## src/rtl/ahb_resp_mux_ds_if.sv

```systemverilog
// ahb_resp_mux_ds_if: slave-side inputs and master-side outputs of the AHB response mux
interface ahb_resp_mux_ds_if #(
    parameter int NUM_SLAVES  = 4,
    parameter int NUM_MASTERS = 2,
    parameter int DATA_WIDTH  = 32
);
    localparam int MW = NUM_MASTERS > 1 ? $clog2(NUM_MASTERS) : 1;
    logic [NUM_SLAVES-1:0]                  slave_select;
    logic [1:0]                             Htrans;
    logic [MW-1:0]                          Hmaster;
    logic [NUM_SLAVES-1:0][DATA_WIDTH-1:0]  Hrdata_S;
    logic [NUM_SLAVES-1:0][1:0]             Hresp_S;
    logic [NUM_SLAVES-1:0]                  Hreadyout_S;
    logic [NUM_MASTERS-1:0][DATA_WIDTH-1:0] Hrdata;
    logic [NUM_MASTERS-1:0][1:0]            Hresp;
    logic                                   Hready;
    logic                                   timeout_err;
    modport slave (
        input  slave_select, Htrans, Hmaster, Hrdata_S, Hresp_S, Hreadyout_S,
        output Hrdata, Hresp, Hready, timeout_err
    );
    modport master (
        output slave_select, Htrans, Hmaster, Hrdata_S, Hresp_S, Hreadyout_S,
        input  Hrdata, Hresp, Hready, timeout_err
    );
endinterface

```

## src/rtl/ahb_resp_mux_ds.sv

```systemverilog
// ahb_resp_mux_ds: data-phase response mux with default slave and wait-state watchdog
module ahb_resp_mux_ds #(
    parameter int          NUM_SLAVES     = 4,
    parameter int          NUM_MASTERS    = 2,
    parameter int          DATA_WIDTH     = 32,
    parameter int          TIMEOUT_CYCLES = 16,
    parameter logic [31:0] DEFAULT_RDATA  = 32'hDEADBEEF
) (
    input logic              Hclk,
    input logic              Hresetn,
    ahb_resp_mux_ds_if.slave bus
);
    localparam int MW = NUM_MASTERS > 1 ? $clog2(NUM_MASTERS) : 1;
    localparam int CW = TIMEOUT_CYCLES > 0 ? $clog2(TIMEOUT_CYCLES + 1) : 1;
    typedef enum logic [1:0] {IDLE, DATA, ERR1, ERR2} state_t;
    state_t                  state_q, state_d;
    logic [NUM_SLAVES-1:0]   dp_sel_q, dp_sel_d;
    logic [MW-1:0]           dp_master_q, dp_master_d;
    logic                    tmo_q, tmo_d;
    logic [DATA_WIDTH-1:0]   sel_rdata;
    logic [1:0]              sel_resp;
    logic                    sel_ready, hready, wd_fire, unused_ok;
    assign unused_ok = bus.Htrans[0];
    always_comb begin
        sel_rdata = '0;
        sel_resp  = '0;
        for (int s = 0; s < NUM_SLAVES; s++) begin
            sel_rdata |= dp_sel_q[s] ? bus.Hrdata_S[s] : '0;
            sel_resp  |= dp_sel_q[s] ? bus.Hresp_S[s] : '0;
        end
    end
    assign sel_ready = |(dp_sel_q & bus.Hreadyout_S);
    assign hready    = state_q == DATA ? sel_ready : state_q != ERR1;
    generate
        if (TIMEOUT_CYCLES > 0) begin : g_wd
            logic [CW-1:0] cnt_q, cnt_d;
            // any accepted cycle restarts the count, so entry to DATA always starts at zero
            always_comb cnt_d = hready ? '0 : state_q == DATA ? cnt_q + CW'(1) : cnt_q;
            always_ff @(posedge Hclk or negedge Hresetn) begin
                if (!Hresetn) cnt_q <= '0;
                else          cnt_q <= cnt_d;
            end
            assign wd_fire = cnt_q == CW'(TIMEOUT_CYCLES - 1);
        end else begin : g_nowd
            assign wd_fire = 1'b0;
        end
    endgenerate
    always_comb begin
        state_d     = state_q;
        dp_sel_d    = dp_sel_q;
        dp_master_d = dp_master_q;
        tmo_d       = 1'b0;
        if (state_q == ERR1) begin
            state_d = ERR2;
        end else if (state_q == DATA && !sel_ready && wd_fire) begin
            state_d = ERR1;
            tmo_d   = 1'b1;
        end else if (hready) begin
            dp_master_d = bus.Hmaster;
            dp_sel_d    = bus.Htrans[1] && $onehot(bus.slave_select) ? bus.slave_select : '0;
            state_d     = !bus.Htrans[1] ? IDLE : $onehot(bus.slave_select) ? DATA : ERR1;
        end
    end
    always_ff @(posedge Hclk or negedge Hresetn) begin
        if (!Hresetn) begin
            state_q     <= IDLE;
            dp_sel_q    <= '0;
            dp_master_q <= '0;
            tmo_q       <= 1'b0;
        end else begin
            state_q     <= state_d;
            dp_sel_q    <= dp_sel_d;
            dp_master_q <= dp_master_d;
            tmo_q       <= tmo_d;
        end
    end
    always_comb begin
        bus.Hrdata = '0;
        bus.Hresp  = '0;
        for (int m = 0; m < NUM_MASTERS; m++) begin
            if (dp_master_q == MW'(m)) begin
                bus.Hrdata[m] = state_q == DATA ? sel_rdata : state_q == IDLE ? '0 : DATA_WIDTH'(DEFAULT_RDATA);
                bus.Hresp[m]  = state_q == DATA ? sel_resp : state_q == IDLE ? 2'b00 : 2'b01;
            end
        end
    end
    assign bus.Hready      = hready;
    assign bus.timeout_err = tmo_q;
endmodule

```

## src/flat_wrapper.sv

```systemverilog
// flat-port wrapper written by rule: the top's interface ports become plain ports
module ahb_resp_mux_ds_flat 
#(
    parameter int          NUM_SLAVES     = 4,
    parameter int          NUM_MASTERS    = 2,
    parameter int          DATA_WIDTH     = 32,
    parameter int          TIMEOUT_CYCLES = 16,
    parameter logic [31:0] DEFAULT_RDATA  = 32'hDEADBEEF
)
  (Hclk, Hresetn, bus_slave_select, bus_Htrans, bus_Hmaster, bus_Hrdata_S, bus_Hresp_S, bus_Hreadyout_S, bus_Hrdata, bus_Hresp, bus_Hready, bus_timeout_err);
  ahb_resp_mux_ds_if #(.NUM_SLAVES(NUM_SLAVES), .NUM_MASTERS(NUM_MASTERS), .DATA_WIDTH(DATA_WIDTH)) bus_i ();
  input logic Hclk;
  input logic Hresetn;
  input wire logic [$bits(bus_i.slave_select)-1:0] bus_slave_select;
  input wire logic [$bits(bus_i.Htrans)-1:0] bus_Htrans;
  input wire logic [$bits(bus_i.Hmaster)-1:0] bus_Hmaster;
  input wire logic [$bits(bus_i.Hrdata_S)-1:0] bus_Hrdata_S;
  input wire logic [$bits(bus_i.Hresp_S)-1:0] bus_Hresp_S;
  input wire logic [$bits(bus_i.Hreadyout_S)-1:0] bus_Hreadyout_S;
  output wire logic [$bits(bus_i.Hrdata)-1:0] bus_Hrdata;
  output wire logic [$bits(bus_i.Hresp)-1:0] bus_Hresp;
  output wire logic [$bits(bus_i.Hready)-1:0] bus_Hready;
  output wire logic [$bits(bus_i.timeout_err)-1:0] bus_timeout_err;
  assign bus_i.slave_select = bus_slave_select;
  assign bus_i.Htrans = bus_Htrans;
  assign bus_i.Hmaster = bus_Hmaster;
  assign bus_i.Hrdata_S = bus_Hrdata_S;
  assign bus_i.Hresp_S = bus_Hresp_S;
  assign bus_i.Hreadyout_S = bus_Hreadyout_S;
  assign bus_Hrdata = bus_i.Hrdata;
  assign bus_Hresp = bus_i.Hresp;
  assign bus_Hready = bus_i.Hready;
  assign bus_timeout_err = bus_i.timeout_err;
  ahb_resp_mux_ds #(.NUM_SLAVES(NUM_SLAVES), .NUM_MASTERS(NUM_MASTERS), .DATA_WIDTH(DATA_WIDTH), .TIMEOUT_CYCLES(TIMEOUT_CYCLES), .DEFAULT_RDATA(DEFAULT_RDATA)) u_core (.Hclk(Hclk), .Hresetn(Hresetn), .bus(bus_i));
endmodule
```

## config.mk

```make
export PLATFORM = sky130hd
export DESIGN_NAME = ahb_resp_mux_ds_flat
export DESIGN_NICKNAME = d
export VERILOG_FILES = /design/src/rtl/ahb_resp_mux_ds_if.sv /design/src/rtl/ahb_resp_mux_ds.sv /design/src/flat_wrapper.sv
export SDC_FILE = /design/constraint.sdc
export NUM_CORES = 1
export LEC_CHECK = 0
export CAP_MARGIN = 0
export CORE_AREA = 2 2 86 88
export DETAILED_ROUTE_END_ITERATION = 6
export DIE_AREA = 0 0 88 90
export DONT_BUFFER_PORTS = 1
export GPL_ROUTABILITY_DRIVEN = 0
export PLACE_DENSITY = 0.47
export SLEW_MARGIN = 10
export SYNTH_ARGS = -nofsm -noshare
export SYNTH_HDL_FRONTEND = slang
export SYNTH_SLANG_ARGS = --single-unit
```

## constraint.sdc

```tcl
create_clock -name Hclk -period 1.8 [get_ports Hclk]
set_input_delay 0.27 -clock Hclk [delete_from_list [all_inputs] [get_ports Hclk]]
set_output_delay 0.27 -clock Hclk [all_outputs]
set_load 0.01 [all_outputs]
```

==> impl_metrics.tcl <==
set metrics [dict create \
    ys_ff_latch 13 \
    area_delta_synth_final_pct 24.38 \
    cts_htree_levels 1 \
    cts.sinks 13 \
    final_cell_mix "63 x nor2_1, 48 x a22oi_1, 20 x and3_1, 11 x buf_4, 11 x dfrtp_1" \
    clk_latency_ps 250 \
    initialDrtViolationCount 121 \
    max-slew-margin-rel 0.6080 \
    utilization 0.3237 \
    setup-violations-final 0 \
    numCtsBuffers 3 \
    hold_depth 1 \
    grt_max_degree 37 \
    grt_usage 0.1593 \
    drc_errors 0 \
    yosysSeqAreaShare 0.1781 \
    final_common_cell "nor2_1" \
    ios 219 \
    ant_nets 0 \
    period_share 0.9862 \
    stdcell_count 350 \
    rsz0062_at_grt "yes" \
    avgViaCountPerCell 6.123 \
    tritoncts "done" \
    power.total_mw 4.056 \
    hold_path_class "primary input to flop" \
    antenna_found_initial 0 \
    crit_buf_inv 2 \
    worstPathMaxFanout 11 \
    crit_path_start_kind "flop" \
    crit_required_ps 1530 \
    die_width_um 88 \
    grt_pass1_vias 1913 \
    min_period_ps 1775 \
    synth_area_per_cell_um2 7.278 \
    cp_cell_sequence "buf_4 > nor2b_4 > buf_6 > and3_1 > nor2_1" \
    worst_pin_slew_ps 586.1 \
    drt-total-wl_mm 7.516 \
    grt-ovfl-total 0 \
    die-area_mm2 0.007920 \
    drt-pass1-iter-count 5 \
    status "complete, no violations" \
    powerDensity_mw_per_mm2 1785 \
    final_design_area_no_fill_mm2 0.002272 \
    yosysWarnings 0 \
    cts_buffer_depth 2 \
    drive_gt1_frac 0.2470 \
    core_mm2 0.007020 \
    crit_path_end_kind "output pin" \
    chipHeight_um 90 \
    path_class "flop to output pin" \
    start_util 0.2602 \
    drv_slew 0 \
    drv_cap 0 \
    port_buffers 0 \
    synthesis.nets 406 \
    p_leak_nw 0.8547 \
    cpMaxStageDelayCell "dfrtp_2" \
    vias 2143 \
    detailed_place_hpwl_mm 5.339 \
    dp_cells 337 \
    cts-root-buf "clkbuf_8" \
    num_rows 31 \
    avgRoutedWirePerCell_um 21.47 \
    clk_pin_slew_worst_paths_ps 50 \
    nets 407 \
    ir_drop_mv 0.6616 \
    syn-cell-area_mm2 0.001827 \
    critPathArrivalTime_ps 1510 \
    diodes 0 \
    finalHoldViolCount 0 \
    cp_top_family "simple AND/OR/NAND/NOR gates" \
    ff2ff_path_depth 6 \
    syn_inst 251 \
    slowest_delay_ps 420 \
    fmax_mhz 563.4 \
    grt_pass1_wl_mm 10.10 \
    placed_area_mm2 0.002004 \
    fin_skew_ps 4.337 \
    synthDistinctLibCells 36 \
    path_depth 5 \
]
sequential cells by signal (all words and copies together) (netlist names):
| name | cells |
|---|---|
| u_core.g_wd.cnt_q | 5 |
| u_core.dp_sel_q | 4 |
| u_core.state_q | 2 |
| u_core.bus.timeout_err | 1 |
| u_core.dp_master_q | 1 |
repair_timing:
| action | CTS | global route |
|---|---|---|
| resized for setup | 4 | 28 |
| setup endpoints to repair | 29 | 65 |
| cloned | 0 | 2 |
| endpoints found under the hold margin | 13 | 0 |
| buffers inserted | 0 | 6 |
| hold buffers | 1 | 0 |
through the flow:
| step | hold WS (ps) | setup WS, ps | setup TNS (ps) |
|---|---|---|---|
| 6_report | 171.6 | 24.91 | 0 |
| 2_1_floorplan | -25.59 | 15.52 | 0 |
| 3_3_place_gp | -25.11 | -45.30 | -340.9 |
| 4_1_cts | 168.6 | -28.27 | -204.0 |
| 3_5_place_dp | -25.09 | -33.72 | -224.2 |
| 5_1_grt | 163.3 | -55.94 | -705.6 |
cell type report:
cell class | count | area [um^2]
sequential | 13 | 327.8
clock buffer | 4 | 45.04
timing repair buffer | 21 | 237.7
tap | 99 | 123.9
fill | 740 | 4748
inverter | 5 | 18.77
multi-input combinational | 208 | 1519
synthesized netlist by cell type:
cell       instances  area share
o2bb2ai_1          5       0.024
o21bai_1           1      0.0041
o31a_1             1      0.0048
and4bb_2           1      0.0068
inv_1              5       0.010
nand2_1            2      0.0041
nor2b_1            2      0.0068
a222oi_1           1      0.0055
mux2_4             1      0.0082
buf_2             18       0.049
buf_6              1      0.0062
nand3_1            6       0.016
or3b_2             1      0.0048
o311ai_1           1      0.0048
clkbuf_1           5       0.010
dfrtp_1           13        0.18
buf_4              2      0.0082
o21ai_1            1      0.0027
nand2_2            1      0.0034
and2_0             1      0.0034
nand2b_1           2      0.0068
ha_1               5       0.034
nor2b_4            1      0.0075
nor2_1            69        0.14
nand4_1            2      0.0068
a22oi_4            2       0.023
o21ai_0            2      0.0055
a22o_1            10       0.048
fa_1               1       0.011
a21oi_1            2      0.0055
and3_1            26       0.089
a31o_4             1      0.0096
a22oi_1           48        0.20
a221oi_1           9       0.043
a41oi_1            1      0.0048
o22ai_1            1      0.0034
path summary, 6_finish.rpt:
path	start	end	slack, ps
worst max-delay path	u_core.state_q[0]$_DFFE_PN0P_	bus_Hrdata[51]	20
worst min-delay path	bus_Hmaster	u_core.dp_master_q$_DFFE_PN0P_	170
worst max register to register	u_core.state_q[1]$_DFFE_PN0P_	u_core.g_wd.cnt_q[2]$_DFFE_PN0P_	230
worst min register to register	u_core.g_wd.cnt_q[3]$_DFFE_PN0P_	u_core.g_wd.cnt_q[3]$_DFFE_PN0P_	530
max in group asynchronous	Hresetn	u_core.state_q[1]$_DFFE_PN0P_	920
min in group asynchronous	Hresetn	u_core.g_wd.cnt_q[2]$_DFFE_PN0P_	460
logic make-up (layout without fill, tap and decap cells):
| group | after synthesis | count (layout) | synth area share |
|---|---|---|---|
| AO/OA/AOI/OAI | 86 | 87 | 0.3863 |
| adder cells (fa/ha/maj) | 6 | 6 | 0.04521 |
| buffers and inverters | 31 | 30 | 0.08425 |
| flip-flops | 13 | 13 | 0.1781 |
| multiplexers | 1 | 1 | 0.008217 |
| AND/OR/NAND/NOR | 114 | 114 | 0.2979 |
per-layer routing:
| layer | GRT usage | vias to the layer above | wire, um |
|---|---|---|---|
| met4 | 0.02564 | 0 | 37 |
| met3 | 0.01561 | 5 | 475 |
| met2 | 0.2847 | 128 | 3892 |
| li1 | - | 953 | - |
| met1 | 0.2067 | 1057 | 3110 |
| met5 | 0 | - | 0 |
report_power, final:
group / total, mW / switching (mW) / internal (mW) / leakage [nW]
Sequential: 0.443 / 0.0717 / 0.372 / 0.171
Clock: 0.268 / 0.111 / 0.157 / 0.0228
Combinational: 3.34 / 2.09 / 1.26 / 0.661
Total: 4.06 / 2.27 / 1.79 / 0.855
Note: power is estimated with default switching activity, not from simulation.
